[src/rtl/fwd_hazard_unit_pkg.sv]
// fwd_pkg: shared types and constants for the forwarding / hazard unit.
//   fwd_sel_e  : EX operand mux select encodings
//   sb_state_e : multiply scoreboard states
//   REG_ZERO   : hardwired-zero register index, never a hazard source
package fwd_pkg;
  typedef enum logic [1:0] {
    FWD_RF    = 2'b00,
    FWD_MEMWB = 2'b01,
    FWD_EXMEM = 2'b10,
    FWD_MUL   = 2'b11
  } fwd_sel_e;

  typedef enum logic {
    IDLE     = 1'b0,
    MUL_BUSY = 1'b1
  } sb_state_e;

  localparam int REG_ZERO = 0;
endpackage

[src/rtl/fwd_hazard_unit_mul_scoreboard.sv]
// mul_scoreboard: one-entry scoreboard for the multi-cycle multiplier.
// Tracks the outstanding multiply destination and its remaining latency,
// and flags ID operands that must wait on it (mwait) plus a second
// multiply arriving while one is outstanding (strct).
// Ports:
//   clk, rst_n      clock, synchronous active-low reset
//   id_src_addr/use ID operand addresses and read enables
//   idex_rd/regwrite/mul  instruction currently in EX
//   luse            load-use stall (the only stall source while IDLE)
//   mul_busy        entry outstanding
//   mul_rd          outstanding destination
//   mul_last        final busy cycle (mul_cnt==1)
//   mwait, strct    stall reasons
// Config: FWD_MUL_BYPASS_EN drops mwait on the final busy cycle, since the
// result is bypassed into EX on the following cycle.
module mul_scoreboard
  import fwd_pkg::*;
#(
  parameter int REG_AW  = 5,
  parameter int NUM_SRC = 2,
  parameter int MUL_LAT = 4
) (
  input  logic                      clk,
  input  logic                      rst_n,
  input  logic [NUM_SRC*REG_AW-1:0] id_src_addr,
  input  logic [NUM_SRC-1:0]        id_src_use,
  input  logic [REG_AW-1:0]         idex_rd,
  input  logic                      idex_regwrite,
  input  logic                      idex_mul,
  input  logic                      luse,
  output logic                      mul_busy,
  output logic [REG_AW-1:0]         mul_rd,
  output logic                      mul_last,
  output logic                      mwait,
  output logic                      strct
);
  localparam int CW = $clog2(MUL_LAT + 1);

  sb_state_e         state_q, state_d;
  logic [REG_AW-1:0] mul_rd_q, mul_rd_d;
  logic [CW-1:0]     mul_cnt_q, mul_cnt_d;
  logic [NUM_SRC-1:0] hit;

  assign mul_busy = (state_q == MUL_BUSY);
  assign mul_rd   = mul_rd_q;
  assign mul_last = mul_busy && (mul_cnt_q == CW'(1));
  assign strct    = mul_busy && idex_mul;

  for (genvar i = 0; i < NUM_SRC; i++) begin : g_hit
`ifdef FWD_MUL_BYPASS_EN
    assign hit[i] = id_src_use[i] && !mul_last
                 && (id_src_addr[i*REG_AW +: REG_AW] == mul_rd_q)
                 && (mul_rd_q != REG_AW'(REG_ZERO));
`else
    assign hit[i] = id_src_use[i]
                 && (id_src_addr[i*REG_AW +: REG_AW] == mul_rd_q)
                 && (mul_rd_q != REG_AW'(REG_ZERO));
`endif
  end

  assign mwait = mul_busy && (|hit);

  always_comb begin
    state_d   = state_q;
    mul_rd_d  = mul_rd_q;
    mul_cnt_d = mul_cnt_q;
    case (state_q)
      IDLE: begin
        // While IDLE mwait/strct are zero, so !luse is exactly !stall.
        if (idex_mul && idex_regwrite && (idex_rd != REG_AW'(REG_ZERO)) && !luse) begin
          state_d   = MUL_BUSY;
          mul_rd_d  = idex_rd;
          mul_cnt_d = CW'(MUL_LAT - 1);
        end
      end
      MUL_BUSY: begin
        if (mul_cnt_q == CW'(1)) begin
          state_d   = IDLE;
          mul_cnt_d = '0;
        end else begin
          mul_cnt_d = mul_cnt_q - CW'(1);
        end
      end
      default: state_d = IDLE;
    endcase
  end

  always_ff @(posedge clk) begin
    if (!rst_n) begin
      state_q   <= IDLE;
      mul_rd_q  <= '0;
      mul_cnt_q <= '0;
    end else begin
      state_q   <= state_d;
      mul_rd_q  <= mul_rd_d;
      mul_cnt_q <= mul_cnt_d;
    end
  end
endmodule

[src/rtl/fwd_hazard_unit.sv]
// fwd_hazard_unit: operand forwarding, load-use and multiply hazard
// detection for the 5-stage pipeline, plus a saturating stall counter.
// Ports:
//   clk, rst_n        clock, synchronous active-low reset
//   id_src_addr/use   ID operands (operand i at [i*REG_AW +: REG_AW])
//   idex_*            instruction in EX (sources, rd, regwrite, load, mul)
//   exmem_*/memwb_*   older writers for forwarding
//   fwd_sel           per-operand select: 00 RF, 10 EX/MEM, 01 MEM/WB, 11 MUL
//   stall/flush_idex  hold PC+IF/ID and bubble ID/EX
//   mul_busy          multiply outstanding
//   stall_cycles      saturating count of stalled cycles
// Config: FWD_MUL_BYPASS_EN enables the 11 multiplier bypass select.
// All combinational outputs are forced low while rst_n is low.
module fwd_hazard_unit
  import fwd_pkg::*;
#(
  parameter int REG_AW  = 5,
  parameter int NUM_SRC = 2,
  parameter int MUL_LAT = 4,
  parameter int CNT_W   = 16
) (
  input  logic                      clk,
  input  logic                      rst_n,
  input  logic [NUM_SRC*REG_AW-1:0] id_src_addr,
  input  logic [NUM_SRC-1:0]        id_src_use,
  input  logic [NUM_SRC*REG_AW-1:0] idex_src_addr,
  input  logic [REG_AW-1:0]         idex_rd,
  input  logic                      idex_regwrite,
  input  logic                      idex_memread,
  input  logic                      idex_mul,
  input  logic [REG_AW-1:0]         exmem_rd,
  input  logic                      exmem_regwrite,
  input  logic [REG_AW-1:0]         memwb_rd,
  input  logic                      memwb_regwrite,
  output logic [NUM_SRC*2-1:0]      fwd_sel,
  output logic                      stall,
  output logic                      flush_idex,
  output logic                      mul_busy,
  output logic [CNT_W-1:0]          stall_cycles
);
  localparam logic [REG_AW-1:0] RZ = REG_AW'(REG_ZERO);

  logic sb_busy, mul_last, mwait, strct, luse;
  logic [REG_AW-1:0] mul_rd;
  logic [NUM_SRC-1:0] ld_hit;
  logic [NUM_SRC-1:0][1:0] fwd_raw;
  logic [CNT_W-1:0] stall_cycles_q, stall_cycles_d;

  mul_scoreboard #(.REG_AW(REG_AW), .NUM_SRC(NUM_SRC), .MUL_LAT(MUL_LAT)) u_sb (
    .clk           (clk),
    .rst_n         (rst_n),
    .id_src_addr   (id_src_addr),
    .id_src_use    (id_src_use),
    .idex_rd       (idex_rd),
    .idex_regwrite (idex_regwrite),
    .idex_mul      (idex_mul),
    .luse          (luse),
    .mul_busy      (sb_busy),
    .mul_rd        (mul_rd),
    .mul_last      (mul_last),
    .mwait         (mwait),
    .strct         (strct)
  );

  for (genvar i = 0; i < NUM_SRC; i++) begin : g_op
    logic [REG_AW-1:0] src;
    logic ex_hit, wb_hit, mul_hit;
    assign src    = idex_src_addr[i*REG_AW +: REG_AW];
    assign ex_hit = exmem_regwrite && (exmem_rd != RZ) && (exmem_rd == src);
    assign wb_hit = memwb_regwrite && (memwb_rd != RZ) && (memwb_rd == src);
`ifdef FWD_MUL_BYPASS_EN
    assign mul_hit = mul_last && (mul_rd == src);
`else
    assign mul_hit = 1'b0;
`endif
    assign fwd_raw[i] = mul_hit ? FWD_MUL : ex_hit ? FWD_EXMEM : wb_hit ? FWD_MEMWB : FWD_RF;
    assign fwd_sel[2*i +: 2] = rst_n ? fwd_raw[i] : FWD_RF;
    assign ld_hit[i] = id_src_use[i] && (id_src_addr[i*REG_AW +: REG_AW] == idex_rd);
  end

`ifndef FWD_MUL_BYPASS_EN
  // Bypass info is only consumed when the MUL select is built in.
  logic [REG_AW:0] unused_byp;
  assign unused_byp = {mul_last, mul_rd};
`endif

  assign luse       = idex_memread && idex_regwrite && (idex_rd != RZ) && (|ld_hit);
  // Concurrent stall reasons OR into a single stall cycle.
  assign stall      = rst_n && (luse || mwait || strct);
  assign flush_idex = stall;
  assign mul_busy   = rst_n && sb_busy;
  assign stall_cycles = stall_cycles_q;

  always_comb begin
    stall_cycles_d = stall_cycles_q;
    if (stall && (stall_cycles_q != '1)) stall_cycles_d = stall_cycles_q + CNT_W'(1);
  end

  always_ff @(posedge clk) begin
    if (!rst_n) stall_cycles_q <= '0;
    else        stall_cycles_q <= stall_cycles_d;
  end
endmodule

[config.mk]
export PLATFORM = sky130hd
export DESIGN_NAME = fwd_hazard_unit
export DESIGN_NICKNAME = d
export VERILOG_FILES = /design/src/rtl/fwd_hazard_unit_pkg.sv /design/src/rtl/fwd_hazard_unit_mul_scoreboard.sv /design/src/rtl/fwd_hazard_unit.sv
export SDC_FILE = /design/constraint.sdc
export NUM_CORES = 1
export LEC_CHECK = 0
export CORE_MARGIN = 2
export CORE_UTILIZATION = 30
export CTS_BUF_LIST = sky130_fd_sc_hd__clkbuf_8
export CTS_CLUSTER_DIAMETER = 100
export DETAILED_ROUTE_END_ITERATION = 12
export PLACE_DENSITY = 0.63
export SYNTH_ARGS = -nofsm -noshare
export SYNTH_HDL_FRONTEND = slang
export SYNTH_HIERARCHICAL = 1
export SYNTH_SLANG_ARGS = --single-unit
[constraint.sdc]
create_clock -name clk -period 3.8 [get_ports clk]
set_input_delay 1.14 -clock clk [delete_from_list [all_inputs] [get_ports clk]]
set_output_delay 1.14 -clock clk [all_outputs]
set_load 0.01 [all_outputs]
**After elaboration in Yosys (flattened, before gate mapping)**

Cells that the tools add are included.

- Register bits after elaboration: 25
- Output and inout bits: 23
- Word-level logic and storage cells: 63

- Add/sub/neg operators: 2
- Equality and inequality tests: 11
- Muxes and demuxes: 12
- Bitwise operators: 1
- Reductions and logical operators: 33

Operator list:

| kind | count |
|---|---|
| == test 5 bit | 8 |
| logical AND 1 bit | 23 |
| nonzero test 5 bit | 4 |
| adder 16 x 1 -> 16 bit, second input constant | 1 |
| != test 16 bit, second input constant | 1 |
| 2-to-1 mux 2 bit | 4 |
| 2-to-1 mux 3 bit | 2 |
| case mux 3 bit (2 select lines) | 1 |
| 2-to-1 mux 1 bit | 4 |
| OR reduction 2 bit | 2 |
| == test 3 x 1 -> 1 bit, second input constant | 1 |
| subtractor 3 x 1 -> 3 bit, second input constant | 1 |
| logical OR 1 bit | 2 |
| != test 2 x 1 -> 1 bit, second input constant | 1 |
| case mux 1 bit (2 select lines) | 1 |
| AND reduction 2 bit | 1 |
| logical NOT 1 bit | 1 |
| inverter 1 bit | 1 |

**Depth between registers and ports, before layout**

- Depth in word-level cells: 9
- Gate-level depth with buffers: 11
- Depth with buffers taken out: 9

**Cells and area by module**

The synthesis kept the hierarchy.

Modules (own cells, without submodules):

| module | times used | cells an instance | area an instance (um^2) |
|---|---|---|---|
| fwd_hazard_unit | 1 | 156 | 1,257.5 |
| mul_scoreboard | 1 | 68 | 560.5 |

**Least setup slack after synthesis**

No wires, ideal clock.

- Kind: input-to-output
- From: input idex_rd[1]
- To: output stall
- Arrival time: 2,409 ps
- Path slack: 251 ps
- Stages: 5
- Cell sequence: or3_1 > o311a_1 > a21oi_1 > nor2_1 > buf_4

- Word-level cells in the longest chain between the ends: 7
- Elaborated cells on any way between the ends: 11
- Those cells by class: eq/ne: 2; reduce/logical: 9

Ends and longest elaborated chain:

| item | line | RTL |
|---|---|---|
| start, declared | fwd_hazard_unit.sv:27 | `input logic [REG_AW-1:0] idex_rd,` |
| == test 5 bit | fwd_hazard_unit.sv:78 | `assign ld_hit[i] = id_src_use[i] && (id_src_addr[i*REG_AW +: REG_AW] == idex_rd);` |
| logical AND 1 bit | fwd_hazard_unit.sv:78 |  |
| OR reduction 2 bit | fwd_hazard_unit.sv:87 | `assign luse = idex_memread && idex_regwrite && (idex_rd != RZ) && (\|ld_hit);` |
| logical AND 1 bit * | fwd_hazard_unit.sv:87 |  |
| logical OR 1 bit * (2 in a row) | fwd_hazard_unit.sv:89 | `assign stall = rst_n && (luse \|\| mwait \|\| strct);` |
| logical AND 1 bit * | fwd_hazard_unit.sv:89 |  |
| end, declared | fwd_hazard_unit.sv:36 | `output logic stall,` |

Mark *: on every way between the ends. The rest lies on a longest branch, timed or not.

**Worst setup path in the final report**

- From: input exmem_rd[3]
- To: output fwd_sel[2]

- Word-level cells in the longest chain between the ends: 5
- Elaborated cells on any way between the ends: 6
- Those cells by class: eq/ne: 1; mux: 2; reduce/logical: 3

Ends and longest elaborated chain:

| item | line | RTL |
|---|---|---|
| start, declared | fwd_hazard_unit.sv:31 | `input logic [REG_AW-1:0] exmem_rd,` |
| nonzero test 5 bit | fwd_hazard_unit.sv:69 | `assign ex_hit = exmem_regwrite && (exmem_rd != RZ) && (exmem_rd == src);` |
| logical AND 1 bit | fwd_hazard_unit.sv:69 |  |
| logical AND 1 bit * | fwd_hazard_unit.sv:69 |  |
| 2-to-1 mux 2 bit * | fwd_hazard_unit.sv:76 | `assign fwd_raw[i] = mul_hit ? FWD_MUL : ex_hit ? FWD_EXMEM : wb_hit ? FWD_MEMWB : FWD_RF;` |
| 2-to-1 mux 2 bit * | fwd_hazard_unit.sv:77 | `assign fwd_sel[2*i +: 2] = rst_n ? fwd_raw[i] : FWD_RF;` |
| end, declared | fwd_hazard_unit.sv:35 | `output logic [NUM_SRC*2-1:0] fwd_sel,` |

Marks and branches as above.

==> impl_metrics.json <==
{
  "critPathTopFamily": "simple AND/OR/NAND/NOR gates",
  "io_pins": 67,
  "clkTransAtPathRegs_ps": 100,
  "finalHoldViolations": 0,
  "synth_flop_cell": "dfxtp_1",
  "ys_warn_count": 6,
  "powerDensity_nw_per_um2": 210,
  "cts_tree": "yes",
  "wl_met1_um": 2490,
  "slew_headroom_pct": 69.4,
  "syn_inst": 224,
  "cp-end-kind": "primary output",
  "drtPass1Iterations": 4,
  "gp_congestion": 0.783,
  "routed_wl_um": 5350,
  "syn2layout_area_growth_pct": 64.8,
  "dpl_cell_area_sq_um": 2830,
  "syn_nets": 271,
  "grt_use_total_pct": 15.8,
  "grt_pass1_vias": 1881,
  "ant_nets": 0,
  "cp_num_buf_inv": 2,
  "vdd_drop_max_v": 0.000137,
  "met2_length_um": 2370,
  "die_w_um": 81.8,
  "num_vias": 2038,
  "cts-root-buf": "clkbuf_8",
  "die_h_um": 81.8,
  "fin_skew_ps": 12.6,
  "leakagePower_nw": 1.24,
  "fillers": 572,
  "cts.htree.levels": 1,
  "drc": 0,
  "top_layer": "met4",
  "synth_top_area_share_pct": 27.5,
  "fmax_mhz": 269,
  "grt_pass1_wl_um": 8310,
  "min_path_type": "flop to flop",
  "drv_cap": 0,
  "yosysSeqAreaShare_pct": 27.5,
  "synth-seq-cells": 25,
  "mostFrequentLayoutCells": "buf_4, clkdlybuf4s50_1, dfxtp_1",
  "status": "complete, no violations",
  "cts_buffers": 3,
  "placedCellCount": 401,
  "cp.required_ps": 2660,
  "clk_path_buf_depth": 2,
  "final_cell_area_sq_um": 3000,
  "multi_input_area_sq_um": 1300,
  "layout_setup_ws_ps": 86.4,
  "synth-async-reset-ratio_pct": 0,
  "worstPathArrival_ps": 2570,
  "crit_type": "input port to primary output",
  "grt_max_degree": 25,
  "portBuffers": 66,
  "synth_edf_count": 0,
  "final_common_cell": "buf_4",
  "cp_max_fo": 2,
  "worstMarginPinSlew_ps": 455,
  "hold_buffers": 0,
  "slew_violations": 0,
  "diodes": 0,
  "yosysTopAreaCell": "dfxtp_1",
  "dpl.hpwl_um": 3950,
  "synth_area_sq_um": 1820,
  "clock-sinks": 25,
  "start_util_pct": 30.9,
  "dieArea_sq_um": 6700,
  "syn_avg_cell_area_sq_um": 8.12,
  "dr.first_iter.drc_count": 72,
  "crit_slowest_cell": "or4_4",
  "routedWlPerCell_um": 12.9,
  "nets": 389,
  "path_cells": "dlygate4sd2_1 -> or4_4 -> o21ai_4 -> nor4_4 -> nor4_2 -> buf_2",
  "final_layout_size_suffix_gt1_share_pct": 24.9,
  "wl_met3_um": 372,
  "fin_crit_ps": 3710,
  "finalCritPeriodShare_pct": 97.7,
  "via_per_inst": 4.90,
  "regArea_sq_um": 500,
  "instances_no_fill": 416,
  "finalSetupViolCount": 0,
  "globalRouteOverflowTotal": 0,
  "fp-row-count": 28,
  "slowest_delay_ps": 490,
  "antenna_found_initial": 0,
  "start_kind": "input port",
  "yosys.cell_types.count": 44,
  "place_ws_ps": -589,
  "clk-insertion-delay-late_ps": 280,
  "synth_area_leaders": "dfxtp_1, xor2_1, xnor2_1",
  "core_area_sq_um": 5890
}
[worst register-to-register path, stage by stage, from the launching register on]
cell      delay [ps]
dfxtp_1          370
or4_1            530
o21ai_0          250
a21oi_2           70
buf_4            140
buf_4            120
buf_4            130
buf_4            120
buf_4            120
buf_4            120
buf_4            120
buf_4            120
buf_4            120
nor2_1           110
o221ai_2         140
nand2_2          140
buf_4            190
mux2i_1          190
nor2_1            50
[through the flow]
stage                     setup TNS, ps  util, %  hold slack [ps]  total power, mW
after CTS                             0     49.9              509            0.628
after global placement            -2970     48.1              477            0.466
final                                 0     50.9              504            0.629
after detailed placement          -3070     48.1              480            0.467
after global routing              -21.7     50.9              539            0.665
after floorplan                       0        -              472            0.357
[repair_timing]
| item | in CTS | in global routing |
|---|---|---|
| gates resized for setup | 56 | 29 |
| endpoints found under the hold margin | 0 | 0 |
| pin swaps | 12 | 13 |
| endpoints found under the setup margin | 6 | 19 |
| setup buffers | 9 | 2 |
[registers in the layout, summed over array words and instances, names as in the netlist]
| name | cells |
|---|---|
| u_sb/mul_rd | 5 |
| stall_cycles | 16 |
| u_sb/mul_busy | 1 |
| u_sb/mul_cnt_q | 3 |
[path summary, 6_finish.rpt]
path                     from               end  slack [ps]  cells after the start
min          stall_cycles[12]  stall_cycles[12]         500                      1
max               exmem_rd[3]        fwd_sel[2]          90                      6
max reg2reg    u_sb/mul_rd[3]   stall_cycles[1]         570                     18
min reg2reg  stall_cycles[12]  stall_cycles[12]         500                      1
[layout make-up]
class / instances / share of cell area (%)
clock inverters: 1 / 0.251
clock buffers: 3 / 1.38
multi-input cells: 183 / 43.3
flip-flops and latches: 25 / 16.7
inverters: 9 / 1.13
well taps: 75 / 3.13
repair buffers: 120 / 34.1
[layer usage]
metal | vias to the layer above | GRT usage [%]
li1 | 1052 | -
met1 | 907 | 20.9
met2 | 70 | 25.4
met3 | 9 | 3.08
met4 | 0 | 5.33
met5 | - | 0
[cell usage after synthesis (3+ instances only)]
cell type  instances
o21a_1             3
o21ai_1            6
inv_1              9
nor4_1             8
or3_1              7
nand4_1            7
and3_1             3
nand2_1           17
nor3_1             4
o21ai_0            8
o31ai_1            3
nor2_1             7
nand3_1           16
ha_1               3
or4_1              7
a21oi_1           13
xor2_1            22
and2_1             5
o31a_1             3
xnor2_1           20
dfxtp_1           25
[power breakdown]
part	total, mW	internal, mW	switching (mW)
Sequential	0.277	0.269	0.00837
Clock	0.165	0.0745	0.0909
Combinational	0.186	0.105	0.0809
Total	0.629	0.449	0.180
[logic make-up after synthesis]
kind of cell	count (synthesis)	synth area share, %
compound gates	46	16.0
flops	25	27.5
xor+xnor	42	20.2
buf+inv	16	5.30
simple gates	90	27.7
mux	2	1.10
fa+ha+maj	3	2.06
Note: power is estimated with default switching activity, not from simulation.
==> RTL change, RTL diff (config.mk and constraints unchanged) <==
The option `FWD_MUL_BYPASS_EN` is turned on by a define.
--- a/src/rtl/fwd_hazard_unit_mul_scoreboard.sv
+++ b/src/rtl/fwd_hazard_unit_mul_scoreboard.sv
@@ -13,6 +13,8 @@
 //   mwait, strct    stall reasons
 // Config: FWD_MUL_BYPASS_EN drops mwait on the final busy cycle, since the
 // result is bypassed into EX on the following cycle.
+`define FWD_MUL_BYPASS_EN
+
 module mul_scoreboard
   import fwd_pkg::*;
 #(
Formal check against the unedited RTL: not equivalent (Yosys sat finds a counterexample within 4 cycles, from zero or initial values and one cycle with rst_n low).
==> RTL change against the original RTL <==
The run now ends with setup timing left; routed wire length grew 2.5%; power decreased by 0.36%; worst setup slack lost 0.11 ns; area after synthesis is 7.8% higher; die area rose by 7.5%; clock power is 5% lower; core utilization shrank 3.7 points; cell area about the same; largest cell class unchanged; highest routed layer unchanged; sequential cell count did not move; critical path depth rose by 3.
==> RTL change: results (changes against the original RTL) <==
### Synth
• compound-gate portion of the synthesized area: 15.00%, -1.0 points
• warning count from the yosys run: 6, unchanged
• syn nets: 290, +7.0%
• part of the Yosys area used for sequential elements: 25.53%, -2.0 points
• post-synth cell types: 41, -6.8%
• post-synthesis share of cell area spent on full adders, half adders and majority gates: 1.914%, -0.15 points
• share of the synthesized netlist area taken by xor and xnor gates: 22.34%, +2.1 points
• most numerous cell types in the synthesized netlist: sky130_fd_sc_hd__xor2_1, sky130_fd_sc_hd__dfxtp_1, sky130_fd_sc_hd__xnor2_1
• synth top area cells: sky130_fd_sc_hd__dfxtp_1, sky130_fd_sc_hd__xor2_1, sky130_fd_sc_hd__xnor2_1, sky130_fd_sc_hd__or4_1, sky130_fd_sc_hd__nand3_1
• syn avg cell area: 8.068 µm², -0.59%

### Setup path
• crit path launch: exmem_rd[4]
• CP peak stage delay: 0.53 ns, +0.04 ns
• capturing instance or port of the critical path: fwd_sel[0]
• biggest fanout along the worst timing path: 2, unchanged
• register-to-register setup slack: 1.36 ns, +0.79 ns
• CP max stage cell: sky130_fd_sc_hd__or4_4
• Crit path arrival time: 2.69 ns, +0.12 ns
• launch point of the worst reg-to-reg path: u_sb/mul_rd[1]

### Detailed routing
• total via count after detailed routing: 2074, +1.8%
• routed wire length: 5483 µm, +2.5%
• detailed router's first-iteration violation count: 71, -1.4%
• post-detailed-route wirelength per cell: 13.21 µm, +2.8%

### STA
• Setup Viol. Count Final: 1, +1
• Clock Skews: 0.004042 ns, -0.008595 ns
• tightest slew margin relative to the limit: 49.44%, -20 points
• Final WS setup: -0.02705 ns, -0.1135 ns

### Global routing
• global-route wire length before repair: 9032 µm, +8.7%
• pin count of the biggest net entering global routing: 30, +20%
• vias in the first global route: 1993, +6.0%
• GRT Util Overall: 14.95%, -0.81 points

### Placed design
• placed wire-length estimate after detailed placement: 4221 µm, +6.9%
• cell total after placement: 410, +2.2%

### Worst hold path
• Worst Hold Endpoint: stall_cycles[4]
• instance count along the most critical hold path: 2, +1
• min-delay src: stall_cycles[4]

### Power
• internal cell power: 444.6 µW, -0.88%
• Power Sequential: 281 µW, +1%
• Gate power share: 30.4%, +0.8 points
• Power Combinational: 190 µW, +2%
• leakage power figure: 1.228 nW, -1.1%

### Status
• failing checks: setup timing
• run status: finished with violations

### Clock network
• later-pin clock latency in the skew report: 0.27 ns
• Gates resized, CTS repair: 85, +52%
• post-CTS setup buffer count: 0, -9

### Finish
• Non-Clock Buffer Area Fraction: 29.87%, -4.2 points
• area of the multi-input gates: 1439 µm², +11%
• Post-layout nets: 386, -0.77%
• number of multi-input combinational cells in the layout: 200, +9.3%
• count of buffers not belonging to the clock network in the layout: 103, -14%
• Layout clock area frac: 1.502%, -0.13 points
• inverter count of the layout excluding clock inverters: 6, -3

[RTL change: cell types whose count changed in the layout (fill, tap and decap cells not counted), moves of 4 or more]
cell / before / now
sky130_fd_sc_hd__clkdlybuf4s50_1: 33 / 27
sky130_fd_sc_hd__nor2_1: 6 / 14
sky130_fd_sc_hd__nor3_1: 4 / 0
sky130_fd_sc_hd__o21ai_1: 6 / 2
sky130_fd_sc_hd__or4_1: 5 / 13
sky130_fd_sc_hd__xor2_1: 22 / 30
sky130_fd_sc_hd__buf_4: 51 / 33
sky130_fd_sc_hd__a21oi_1: 10 / 14
sky130_fd_sc_hd__o31ai_1: 3 / 10
sky130_fd_sc_hd__or3_1: 7 / 2
[RTL change: through the flow]
| step | cell area, µm² | hold WS [ns] | worst slack [ns] | util (%) | setup TNS, ns |
|---|---|---|---|---|---|
| 2_1_floorplan | 1961 | 0.4718 | 0.08223 | - | 0 |
| 3_3_place_gp | 2905 | 0.4751 | -0.7333 | 45.75 | -3.473 |
| 3_5_place_dp | 2905 | 0.4896 | -0.7858 | 45.75 | -3.626 |
| 4_1_cts | 2973 | 0.5036 | 0.0002973 | 46.82 | 0 |
| 5_1_grt | 2999 | 0.5347 | -0.08624 | 47.23 | -0.1062 |
| 6_report | 2999 | 0.5002 | -0.02705 | 47.23 | -0.02705 |
[RTL change: critical path: cells and delay by family]
| family | cells | cell delay, ns |
|---|---|---|
| buffers and inverters | 3 | 0.35 |
| and+or+nand+nor | 5 | 1.01 |
| AOI/OAI and AO/OA | 1 | 0.18 |
[RTL change: routing by layer]
layer	GRT usage (%)	up-vias	share of wire [%]
li1	-	1076	-
met1	20.67	941	48
met2	24.84	52	46
met3	1.751	5	4.9
met4	3.896	0	0.80
met5	0	-	0
